File: src/rtl/hit_ser_master.sv
// ---------------------------------------------------------------------------
// hit_ser_master
//
// Serial-to-parallel initiator for the 2-bit-address / 16-bit-data
// configuration write port of the PLL/TRNG/noise configuration decoder.
// Framed single-bit commands, sampled in the clk domain, are deserialised
// and checked for length and even parity. Good frames with a non-zero
// address are queued in a small FIFO. An issue FSM drains the FIFO as
// one-cycle valid/address/data writes, with GAP_CYCLES valid-low cycles
// after every write.
//
// Frame bit order: address[1], address[0], data[15]..data[0], parity.
//
// Handshake: valid is a one-cycle strobe with no back-pressure. address
// and data are meaningful in the valid cycle and hold their last issued
// values while valid is low.
//
// Ports:
//   clk           system clock
//   rst_n         asynchronous active-low reset
//   ser_frame     frame enable, high for exactly 19 cycles per command
//   ser_bit       serial data, sampled on each cycle ser_frame=1
//   valid         one-cycle write strobe
//   address       write address (1=PLL, 2=TRNG, 3=noise)
//   data          write payload
//   busy          registered OR of receiver busy, FIFO non-empty, issuer busy
//   frame_err     one-cycle pulse: short, long or parity-bad frame
//   overflow      one-cycle pulse: good frame dropped because FIFO full
//   dbg_rx_state  receive FSM state (0 idle, 1 shift, 2 drain)
//   dbg_iss_state issue FSM state (0 idle, 1 issue, 2 gap)
// ---------------------------------------------------------------------------
module hit_ser_master #(
   parameter int DEPTH      = 4,
   parameter int GAP_CYCLES = 1
) (
   input  logic        clk,
   input  logic        rst_n,
   input  logic        ser_frame,
   input  logic        ser_bit,
   output logic        valid,
   output logic [1:0]  address,
   output logic [15:0] data,
   output logic        busy,
   output logic        frame_err,
   output logic        overflow,
   output logic [1:0]  dbg_rx_state,
   output logic [1:0]  dbg_iss_state
);

   localparam int PW = $clog2(DEPTH);
   localparam int CW = $clog2(DEPTH + 1);
   localparam int GW = $clog2(GAP_CYCLES + 1);
   localparam logic [4:0] FRAME_BITS = 5'd19;

   typedef enum logic [1:0] {
      R_IDLE  = 2'd0,
      R_SHIFT = 2'd1,
      R_DRAIN = 2'd2
   } rx_state_e;

   typedef enum logic [1:0] {
      I_IDLE  = 2'd0,
      I_ISSUE = 2'd1,
      I_GAP   = 2'd2
   } iss_state_e;

   // receiver
   rx_state_e   rx_state_q;
   logic [4:0]  bit_cnt_q;
   logic [18:0] shift_q;
   logic        frame_err_q;
   logic        overflow_q;

   // FIFO
   logic [17:0]   mem_q [DEPTH];
   logic [PW-1:0] wr_ptr_q;
   logic [PW-1:0] rd_ptr_q;
   logic [CW-1:0] count_q;

   // issuer
   iss_state_e    iss_state_q;
   logic [GW-1:0] gap_q;
   logic          valid_q;
   logic [1:0]    address_q;
   logic [15:0]   data_q;
   logic          busy_q;

   // decode shared between the receiver, FIFO and issuer
   logic        fifo_full;
   logic        fifo_empty;
   logic        frame_done;
   logic        parity_ok;
   logic [1:0]  frame_addr;
   logic [15:0] frame_data;
   logic        push;
   logic        pop;
   logic        gap_last;

   always_comb begin
      fifo_full  = (count_q == CW'(DEPTH));
      fifo_empty = (count_q == '0);
      // accept cycle: frame enable dropped after exactly 19 bits
      frame_done = (rx_state_q == R_SHIFT) && !ser_frame && (bit_cnt_q == FRAME_BITS);
      parity_ok  = ~(^shift_q);
      frame_addr = shift_q[18:17];
      frame_data = shift_q[16:1];
      // full is judged on the occupancy at the start of the cycle, so a
      // frame arriving while full is dropped even if a pop happens now
      push       = frame_done && parity_ok && (frame_addr != 2'd0) && !fifo_full;
      gap_last   = (iss_state_q == I_GAP) && (gap_q == GW'(1));
      // issuing straight out of the final gap cycle keeps back-to-back
      // writes exactly 1+GAP_CYCLES cycles apart
      pop        = !fifo_empty && ((iss_state_q == I_IDLE) || gap_last);
   end

   // ---------------------------------------------------------------------
   // Receive FSM
   // ---------------------------------------------------------------------
   always_ff @(posedge clk or negedge rst_n) begin
      if (!rst_n) begin
         rx_state_q  <= R_IDLE;
         bit_cnt_q   <= 5'd0;
         shift_q     <= 19'd0;
         frame_err_q <= 1'b0;
         overflow_q  <= 1'b0;
      end else begin
         frame_err_q <= 1'b0;
         overflow_q  <= 1'b0;
         case (rx_state_q)
            R_IDLE: begin
               if (ser_frame) begin
                  shift_q    <= {18'd0, ser_bit};
                  bit_cnt_q  <= 5'd1;
                  rx_state_q <= R_SHIFT;
               end
            end
            R_SHIFT: begin
               if (ser_frame) begin
                  if (bit_cnt_q == FRAME_BITS) begin
                     // 20th bit: report once, then swallow the rest
                     frame_err_q <= 1'b1;
                     rx_state_q  <= R_DRAIN;
                  end else begin
                     shift_q   <= {shift_q[17:0], ser_bit};
                     bit_cnt_q <= bit_cnt_q + 5'd1;
                  end
               end else begin
                  rx_state_q <= R_IDLE;
                  bit_cnt_q  <= 5'd0;
                  if (bit_cnt_q == FRAME_BITS) begin
                     if (!parity_ok) begin
                        frame_err_q <= 1'b1;
                     end else if ((frame_addr != 2'd0) && fifo_full) begin
                        overflow_q <= 1'b1;
                     end
                  end else begin
                     frame_err_q <= 1'b1;
                  end
               end
            end
            R_DRAIN: begin
               if (!ser_frame) begin
                  rx_state_q <= R_IDLE;
                  bit_cnt_q  <= 5'd0;
               end
            end
            default: begin
               rx_state_q <= R_IDLE;
               bit_cnt_q  <= 5'd0;
            end
         endcase
      end
   end

   // ---------------------------------------------------------------------
   // FIFO: pointers wrap naturally because DEPTH is a power of two;
   // occupancy runs 0..DEPTH so full and empty are unambiguous.
   // ---------------------------------------------------------------------
   always_ff @(posedge clk or negedge rst_n) begin
      if (!rst_n) begin
         wr_ptr_q <= '0;
         rd_ptr_q <= '0;
         count_q  <= '0;
      end else begin
         if (push) wr_ptr_q <= wr_ptr_q + PW'(1);
         if (pop)  rd_ptr_q <= rd_ptr_q + PW'(1);
         case ({push, pop})
            2'b10:   count_q <= count_q + CW'(1);
            2'b01:   count_q <= count_q - CW'(1);
            default: count_q <= count_q;
         endcase
      end
   end

   // storage needs no reset: an entry is only read after it is written
   always_ff @(posedge clk) begin
      if (push) mem_q[wr_ptr_q] <= {frame_addr, frame_data};
   end

   // ---------------------------------------------------------------------
   // Issue FSM
   // ---------------------------------------------------------------------
   always_ff @(posedge clk or negedge rst_n) begin
      if (!rst_n) begin
         iss_state_q <= I_IDLE;
         gap_q       <= '0;
         valid_q     <= 1'b0;
         address_q   <= 2'd0;
         data_q      <= 16'd0;
         busy_q      <= 1'b0;
      end else begin
         busy_q <= (rx_state_q != R_IDLE) || !fifo_empty || (iss_state_q != I_IDLE);
         case (iss_state_q)
            I_IDLE: begin
               if (pop) begin
                  valid_q                <= 1'b1;
                  {address_q, data_q}    <= mem_q[rd_ptr_q];
                  iss_state_q            <= I_ISSUE;
               end
            end
            I_ISSUE: begin
               valid_q     <= 1'b0;
               gap_q       <= GW'(GAP_CYCLES);
               iss_state_q <= I_GAP;
            end
            I_GAP: begin
               if (gap_last) begin
                  if (pop) begin
                     valid_q             <= 1'b1;
                     {address_q, data_q} <= mem_q[rd_ptr_q];
                     iss_state_q         <= I_ISSUE;
                  end else begin
                     iss_state_q <= I_IDLE;
                  end
                  gap_q <= '0;
               end else begin
                  gap_q <= gap_q - GW'(1);
               end
            end
            default: begin
               valid_q     <= 1'b0;
               iss_state_q <= I_IDLE;
            end
         endcase
      end
   end

   assign valid         = valid_q;
   assign address       = address_q;
   assign data          = data_q;
   assign busy          = busy_q;
   assign frame_err     = frame_err_q;
   assign overflow      = overflow_q;
   assign dbg_rx_state  = rx_state_q;
   assign dbg_iss_state = iss_state_q;

endmodule
File: config.mk
export PLATFORM = sky130hd
export DESIGN_NAME = hit_ser_master
export DESIGN_NICKNAME = d
export VERILOG_FILES = /design/src/rtl/hit_ser_master.sv
export SDC_FILE = /design/constraint.sdc
export NUM_CORES = 1
export LEC_CHECK = 0
export CORE_MARGIN = 4
export CORE_UTILIZATION = 32
export DETAILED_ROUTE_END_ITERATION = 7
export GPL_ROUTABILITY_DRIVEN = 1
export PLACE_DENSITY = 0.57
export SLEW_MARGIN = 15
export SYNTH_ARGS = -nofsm -noshare
export SYNTH_HDL_FRONTEND = slang
export SYNTH_SLANG_ARGS = --single-unit
File: constraint.sdc
create_clock -name clk -period 4 [get_ports clk]
set_input_delay 0.4 -clock clk [delete_from_list [all_inputs] [get_ports clk]]
set_output_delay 0.4 -clock clk [all_outputs]
set_load 0.01 [all_outputs]
After elaboration in Yosys (flattened, before gate mapping)
Memories as Yosys holds them, arrays and structs flattened. Cells that the tools add are included.

Bits in registers: 58. Bits in latches: 0. Memory bits (writable): 72. Bits in read-only memories: 0. Input port bits: 4. Output and inout bits: 26. Word-level logic and storage cells: 110. Memories kept: 1.

Add/subtract/negate cells: 6. $mul: 0. Div/mod/pow operators: 0. Order comparisons: 0. Equal/unequal tests: 16. Shift operators: 0. Multiplexer cells: 42. Bitwise gates (word level): 1. Reduce and logical (&&, ||, !) cells: 30.

Memory list: mem_q (depth 4, bits a word 18, rd ports 1, clocked after memory_dff 0, wr ports 1, RTL line 75) `logic [17:0] mem_q [DEPTH];`.

Operators with widths (count): 2-to-1 mux 19 bit (3); case mux 19 bit (2 select lines) (1); 2-to-1 mux 16 bit (2); case mux 16 bit (2 select lines) (1); 2-to-1 mux 5 bit (4); XOR reduction 19 bit (1); 2-to-1 mux 1 bit (16); 2-to-1 mux 2 bit (8); case mux 5 bit (3 select lines) (1); nonzero test 2 bit (7); != test 2 bit, second input constant (6); case mux 2 bit (3 select lines) (2); logical AND 1 bit (8); equality test 2 x 1 -> 1 bit, second input constant (3); equality test 2 bit, second input constant (3); case mux 3 bit (2 select lines) (1); AND reduction 3 bit (2); adder 5 x 1 -> 5 bit, second input constant (1); equality test 5 bit, second input constant (1); adder 2 x 1 -> 2 bit, second input constant (2); zero test 2 bit (2); case mux 1 bit (2 select lines) (2); case mux 2 bit (2 select lines) (1); AND reduction 2 bit (2); 11 further kinds (15).

Longest topological paths before layout
Gate-level depths: netlist (run 1).

Word-level depth: 8. Gate-level depth with buffers: 12. Depth with buffers taken out: 12.

Least setup slack after synthesis (run 1)
OpenSTA, ideal clock, no wires.

Path type: register to register. From: register shift_q[17]. To: register count_q[1]. Arrival: 2529 ps. Path slack: 1389 ps. Cell stages (with the launch flop): 11. Buffers on the path: 0. Period minus slack after synthesis: 2611 ps. Cell sequence: dfrtp_1 xor2_1 xnor2_1 xnor3_2 xnor2_2 nor3b_4 inv_1 ha_1 inv_1 fa_1 o21ai_0.

Word-level cells in the longest chain between the ends: 7. Elaborated cells between the ends (all ways): 10.

RTL lines: start, declared (RTL line 70) `logic [18:0] shift_q;`; start signal, assigned (RTL line 132) `shift_q <= {18'd0, ser_bit};`; start signal, assigned (RTL line 144) `shift_q <= {shift_q[17:0], ser_bit};`; XOR reduction 19 bit (RTL line 104) `parity_ok = ~(^shift_q);`; inverter 1 bit (RTL line 104); logical AND 1 bit (RTL line 109) `push = frame_done && parity_ok && (frame_addr != 2'd0) && !fifo_full;`; logical AND 1 bit (*) (2 in series) (RTL line 109); equality test 2 x 1 -> 1 bit / equality test 2 bit (equally long branches) (RTL line 187) `case ({push, pop})`; case mux 3 bit (2 select lines) / nonzero test 2 bit (equally long branches); end signal, assigned (RTL line 188) `2'b10: count_q <= count_q + CW'(1);`; end signal, assigned (RTL line 189) `2'b01: count_q <= count_q - CW'(1);`; end signal, assigned (RTL line 190) `default: count_q <= count_q;`; end, declared (RTL line 78) `logic [CW-1:0] count_q;`.

Every way passes the cells marked *; elsewhere a longest branch is shown, timed or not. A chain may end at the register's enable or synchronous reset.

Worst setup path in the final report (run 1)
From: register bit_cnt_q[0]. To: register count_q[2].

Word-level cells in the longest chain between the ends: 7. Elaborated cells between the ends (all ways): 9.

RTL lines: start, declared (RTL line 69) `logic [4:0] bit_cnt_q;`; start signal, assigned (RTL line 145) `bit_cnt_q <= bit_cnt_q + 5'd1;`; equality test 5 bit (*) (RTL line 103) `frame_done = (rx_state_q == R_SHIFT) && !ser_frame && (bit_cnt_q == FRAME_BITS);`; logical AND 1 bit (*) (RTL line 103); logical AND 1 bit (*) (3 in series) (RTL line 109); equality test 2 x 1 -> 1 bit / equality test 2 bit (equally long branches) (RTL line 187); case mux 3 bit (2 select lines) / nonzero test 2 bit (equally long branches).

Marks and branches as above.

==> metrics.yaml, run 1 <==
grt:
  grtUsageMet3_pct: 3.21
  busiest_layer: "met2"
  antenna_found_initial: 0
  use_met2_pct: 17.4
  met1_usage_pct: 15.6
  first_global_vias: 2932
  grt_pass1_wl_um: 16200
  grt_max_degree: 39
  grt_usage_pct: 11.6
  grt_remaining_overflow: 0
worst_setup_path:
  arrival_ns: 3.20
  crit_type: "flop to flop"
  slowest_delay_ns: 0.55
  path_max_fanout: 7
  crit_chain: "ha_1 > nor4b_2 > o2111ai_1 > nor3b_4 > inv_1 > ha_1 > inv_1 > fa_1 > xor2_1 > nor2_1 > xor2_1"
  r2r_setup_slack_ns: 1.10
  cp.required_ns: 4.29
  cp-end-kind: "flop"
  crit_path_top_delay_cell: "nor4b_2"
  critical_path_buf_inv_count: 2
  critical_path.top_delay_family: "simple AND/OR/NAND/NOR gates"
  reg2reg_depth: 11
  timing.rr.end: "count_q[2]$_DFFE_PN0P_"
  r2r-start: "bit_cnt_q[0]$_DFFE_PN0P_"
  critPathLaunchType: "flop"
placed_design:
  hpwl_um: 5790
  place_ws_ns: 1.07
  dpl-instance-area_um2: 5890
  place.gp.congestion: 0.759
  port_buffers: 29
floorplanning:
  die_w_um: 137
  core_um2: 16100
  ios: 30
  dieArea_um2: 18800
  start_util_pct: 33.1
  die_h_um: 137
  rows: 46
final_layout:
  stdcell_area_um2: 6510
  diodes: 0
  area_growth_pct: 21.8
  layout.nets: 403
  layout-drive-gt1-share_pct: 19.7
  fill_cells: 1522
routing:
  routed_wirelength_um: 9790
  drt_iter0_markers: 202
  via_per_inst: 4.65
  firstDrtPassIters: 4
  wl_per_cell_um: 15.9
  ant_nets: 0
  drcViolationCount: 0
  vias: 2868
timing:
  period_minus_slack_ns: 2.90
  max-slew-margin-rel_pct: 33.0
  hold_ws_ns: -0.00833
  worst_pin_slew_ns: 1.01
  max_freq_ghz: 0.344
  period_share_pct: 72.6
  slew_violations: 0
  rsz0062_at_grt: "no"
  setup_violations: 0
  finalClockSkew_ns: 0.00872
  hold_viol: 4
  layout_setup_ws_ns: 1.10
  fin_tns_setup_ns: 0
status:
  violations: "hold timing"
  outcome: "finished, violations left"
clock_tree:
  htree_levels: 4
  cts_resized: 0
  cts.sinks: 130
  clk_pin_slew_worst_paths_ns: 0.05
  cts_root_buf: "clkbuf_16"
  cts_made_buffers: 17
  cts_buffer_depth: 2
  hold_buffers: 0
  post_cts_buffers: 0
  cts_tree: "built"
  clk_latency_ns: 0.41
logic_synthesis:
  synth_cells: 345
  async_flop_share_pct: 44.6
  ys_seq_area_share_pct: 67.7
  synth_cell_types: 34
  ys_ff_latch: 130
  synth_top_cell_by_area: "edfxtp_1"
  syn-num-nets: 360
  netlist.area_leader.share_pct: 40.5
  synth_edf_count: 72
  yosys_most_used_dff: "edfxtp_1"
  avgSynthCellArea_um2: 15.5
  synth_common_cells: "edfxtp_1 (72), dfrtp_1 (58), nand2_1 (48)"
  ys_top_cells_by_area: "edfxtp_1 (40%), dfrtp_1 (27%), mux4_2 (7.6%)"
  yosysMostFrequentCell: "edfxtp_1"
  yosys_warnings: 0
  netlist_area_um2: 5340
power:
  power_density_nw_per_um2: 682
  ir_worst_vdd_mv: 0.401
  p_leak_nw: 2.41
run:
  cap_violations: 0
min_path:
  hold_class: "input port to asynchronous set/reset pin"
-- worst max path at each step --
stage,end,startpoint,slack [ns],cells past startpoint
floorplan,count_q[1]$_DFFE_PN0P_,shift_q[17]$_DFFE_PN0P_,1.39,10
global placement,count_q[2]$_DFFE_PN0P_,bit_cnt_q[0]$_DFFE_PN0P_,1.18,11
detailed placement,count_q[1]$_DFFE_PN0P_,bit_cnt_q[0]$_DFFE_PN0P_,1.07,9
CTS,count_q[2]$_DFFE_PN0P_,bit_cnt_q[0]$_DFFE_PN0P_,1.07,11
global route,count_q[2]$_DFFE_PN0P_,bit_cnt_q[0]$_DFFE_PN0P_,0.75,11
finish,count_q[2]$_DFFE_PN0P_,bit_cnt_q[0]$_DFFE_PN0P_,1.10,11
-- where the power goes --
group | internal (mW) | leakage (nW) | total, mW | switching, mW
Sequential | 1.57 | 1.39 | 1.71 | 0.138
Clock | 1.08 | 0.290 | 1.59 | 0.517
Combinational | 0.658 | 0.722 | 1.14 | 0.480
Total | 3.30 | 2.41 | 4.44 | 1.14
-- logic make-up (layout without fill, tap and decap cells) --
kind of cell             Yosys count  count (layout)  share of synthesized area [%]
AND/OR/NAND/NOR                   72              72                           6.07
adder cells (fa/ha/maj)           11              11                           2.72
flip-flops                       130             130                           67.7
multiplexers                      41              41                           12.5
XOR/XNOR                          26              26                           4.83
buffers and inverters             25              81                           1.99
AO/OA/AOI/OAI                     40              40                           4.26
-- routing by layer --
layer / part of all wire [%] / vias up
li1: - / 1344
met1: 48 / 1452
met2: 46 / 57
met3: 3.8 / 15
met4: 1.7 / 0
met5: 0 / -
-- final cells by class --
type / instances / area [um^2] / area share, %
clock buffers: 27 / 483 / 7.42
clock inverters: 5 / 128 / 1.96
inverters: 12 / 45.0 / 0.692
multi-input cells: 190 / 1620 / 24.9
flip-flops and latches: 130 / 3610 / 55.5
well taps: 216 / 270 / 4.15
repair buffers: 37 / 345 / 5.31
-- state kept, by name (all words and copies together), names as in the netlist --
signal / cells
address: 2
bit_cnt_q: 5
busy: 1
count_q: 3
data: 16
dbg_iss_state: 2
dbg_rx_state: 2
frame_err: 1
gap_q: 1
mem_q: 72
overflow: 1
rd_ptr_q: 2
shift_q: 19
valid: 1
wr_ptr_q: 2
-- worst reg2reg max path: stages, from the launching register on --
cell       delay, ns
dfrtp_1         0.43
ha_1            0.23
nor4b_2         0.55
o2111ai_1       0.30
nor3b_4         0.36
inv_1           0.08
ha_1            0.23
inv_1           0.07
fa_1            0.18
xor2_1          0.15
nor2_1          0.07
xor2_1          0.14
-- per-stage QoR --
step / hold slack, ns / std cells / util [%] / power [mW]
after floorplan: 0.104 / 345 / - / 2.46
after global placement: 0.464 / 585 / 36.6 / 2.88
after detailed placement: 0.463 / 585 / 36.6 / 2.91
after CTS: 0.0188 / 617 / 40.4 / 4.52
after global routing: 0.0290 / 617 / 40.4 / 4.70
final: -0.00833 / 617 / 40.4 / 4.44
-- placed cells by master, fill, tap and decap left out, types with 2 or more instances in the layout --
cell type and count:
a21oi_1 2, a22oi_1 4, and2_1 4, buf_4 8
bufinv_16 4, clkbuf_1 8, clkbuf_16 17, clkbuf_8 2
clkdlybuf4s50_1 28, dfrtp_1 58, edfxtp_1 72, ha_1 10
inv_1 11, mux2_2 20, mux2i_1 2, mux4_2 18
nand2_1 48, nand3_1 5, nor2_1 7, nor2b_1 3
nor3_1 3, o21ai_0 28, xnor2_1 18, xnor2_2 2
xor2_1 5
(Power assumes the default switching activity.)
==> run 2, diff against run 1 <==
--- a/config.mk
+++ b/config.mk
@@ -9,7 +9,7 @@
 export CORE_UTILIZATION = 32
 export DETAILED_ROUTE_END_ITERATION = 7
 export GPL_ROUTABILITY_DRIVEN = 1
-export PLACE_DENSITY = 0.57
+export PLACE_DENSITY = 0.59
 export SLEW_MARGIN = 15
 export SYNTH_ARGS = -nofsm -noshare
 export SYNTH_HDL_FRONTEND = slang
==> constraint.sdc (replaced) <==
create_clock -name clk -period 2.6 [get_ports clk]
set_input_delay 0.26 -clock clk [delete_from_list [all_inputs] [get_ports clk]]
set_output_delay 0.26 -clock clk [all_outputs]
set_load 0.01 [all_outputs]
==> metrics.yaml, run 2 (synthesis results as in run 1) <==
status:
  outcome: "finished, final reports clean"
final_layout:
  diodes: 0
  layout_common_cells: "edfxtp_1 (72), dfrtp_1 (58), nand2_1 (48)"
  stdcell_area_um2: 6850
  layout-drive-gt1-share_pct: 27.3
  final_common_cell: "edfxtp_1"
  area_growth_pct: 28.3
  largest_reg_flops: 72
  fill_cells: 1464
  top_register: "mem_q"
  layout.nets: 435
  finalNonFillerCells: 649
timing:
  max-slew-margin-rel_pct: 46.4
  hold_viol: 0
  max_freq_ghz: 0.388
  layout_setup_ws_ns: 0.0231
  fin_tns_setup_ns: 0
  worst_pin_slew_ns: 0.804
  slew_violations: 0
  period_share_pct: 99.1
  period_minus_slack_ns: 2.58
  finalClockSkew_ns: 0.00676
  setup_violations: 0
  rsz0062_at_grt: "yes"
routing:
  via_per_inst: 4.46
  routed_wirelength_um: 9630
  ant_nets: 0
  vias: 2894
  wl_per_cell_um: 14.8
  drt_iter0_markers: 146
  firstDrtPassIters: 4
  drcViolationCount: 0
grt:
  antenna_found_initial: 0
  grt_pass1_wl_um: 16200
  busiest_layer: "met2"
  grt_remaining_overflow: 0
  use_met2_pct: 17.2
  grtUsageMet3_pct: 4.46
  first_global_vias: 3027
  met1_usage_pct: 15.6
  grt_max_degree: 39
  grt_usage_pct: 11.7
power:
  switching_share_pct: 25.9
  power_mw: 7.06
  p_leak_nw: 2.60
  ir_worst_vdd_mv: 0.505
  power_density_nw_per_um2: 1030
  clkPwrFrac_pct: 36.7
  comb_power_share_pct: 26.7
  pwr-share-seq_pct: 36.6
  p_int_mw: 5.23
  p_switching_mw: 1.83
floorplanning:
  dieArea_um2: 18800
  start_util_pct: 33.1
  rows: 46
  die_w_um: 137
  ios: 30
  core_um2: 16100
  die_h_um: 137
worst_setup_path:
  cp-end-kind: "flop"
  reg2reg_depth: 12
  arrival_ns: 2.92
  timing.rr.end: "count_q[2]$_DFFE_PN0P_"
  r2r_setup_slack_ns: 0.02
  cp.required_ns: 2.94
  endpoint: "count_q[2]$_DFFE_PN0P_"
  crit_type: "flop to flop"
  critPathLaunchType: "flop"
  path_max_fanout: 2
  worstSetupStartpoint: "shift_q[17]$_DFFE_PN0P_"
  r2r-start: "shift_q[17]$_DFFE_PN0P_"
placed_design:
  port_buffers: 29
  place_inst: 613
  place_ws_ns: -0.0495
  dpl-instance-area_um2: 6150
  place.gp.congestion: 0.735
  hpwl_um: 6260
clock_tree:
  htree_levels: 4
  cts_root_buf: "clkbuf_16"
  cts_buffer_depth: 2
  cts.sinks: 130
  clk_pin_slew_worst_paths_ns: 0.06
  clk_latency_ns: 0.42
  cts_tree: "built"
  cts_made_buffers: 17
run:
  cap_violations: 0
min_path:
  hold_class: "input port to flop"
## run 2: changes by cell type in the layout (fill, tap and decap cells not counted), sizes merged
cell	previous run	this run
clkinv	0	4
buf	9	40
bufinv	4	5
dlygate4sd3	0	1
clkbuf	27	19
clkinvlp	1	3
inv	12	13
## run 2: area by class of cell
| class | instances | area (um^2) | share of cell area, % |
|---|---|---|---|
| timing repair buffer | 69 | 626 | 9.13 |
| multi-input combinational | 190 | 1650 | 24.0 |
| tap | 216 | 270 | 3.95 |
| sequential | 130 | 3610 | 52.7 |
| clock inverter | 13 | 208 | 3.03 |
| clock buffer | 19 | 443 | 6.47 |
| inverter | 12 | 45.0 | 0.658 |
## run 2: power by group through the flow
| stage | clock [mW] | combinational (mW) | sequential [mW] |
|---|---|---|---|
| 2_1_floorplan | 0 | 1.13 | 2.66 |
| 4_1_cts | 2.65 | 1.94 | 2.60 |
| 6_report | 2.59 | 1.88 | 2.59 |
| 5_1_grt | 2.76 | 2.08 | 2.63 |
| 3_3_place_gp | 0 | 1.83 | 2.63 |
| 3_5_place_dp | 0 | 1.90 | 2.63 |
## run 2: worst min path at each step
stage               startpoint                      to  slack (ns)  depth (start not counted)
finish                 ser_bit  shift_q[0]$_DFFE_PN0P_        0.40                          3
global route           ser_bit  shift_q[0]$_DFFE_PN0P_        0.41                          3
CTS                    ser_bit  shift_q[0]$_DFFE_PN0P_        0.38                          3
detailed placement       rst_n    data[13]$_DFFE_PN0P_        0.41                          1
global placement         rst_n    data[13]$_DFFE_PN0P_        0.40                          1
floorplan                rst_n  address[0]$_DFFE_PN0P_       -0.04                          0
## run 2: routing by layer
| layer | share of wire, % | up-vias |
|---|---|---|
| met4 | 1.7 | 0 |
| met1 | 47 | 1413 |
| li1 | - | 1411 |
| met5 | 0 | - |
| met3 | 4.5 | 16 |
| met2 | 47 | 54 |
## run 2: repair_timing
item	4_1_cts	5_1_grt
resized for setup	4	1
setup endpoints to repair	1	34
hold buffers	1	0
pin swaps	6	3
setup buffers	2	1
hold endpoints to repair	32	0
## run 2: through the flow
stage | utilization [%] | hold slack [ns]
finish | 42.5 | 0.397
global route | 42.5 | 0.414
CTS | 42.5 | 0.383
detailed placement | 38.2 | 0.411
global placement | 38.2 | 0.402
floorplan | - | -0.0356
## run 2: critical path: stages (launching register included)
cell and delay (ns):
dfrtp_1 0.39, xor2_1 0.18, xnor2_1 0.14, xnor3_2 0.49, xnor2_4 0.20, nor3b_4 0.06
inv_1 0.07, ha_2 0.19, inv_2 0.04, fa_2 0.33, xor2_1 0.15, nor2_1 0.12
xor2_1 0.14
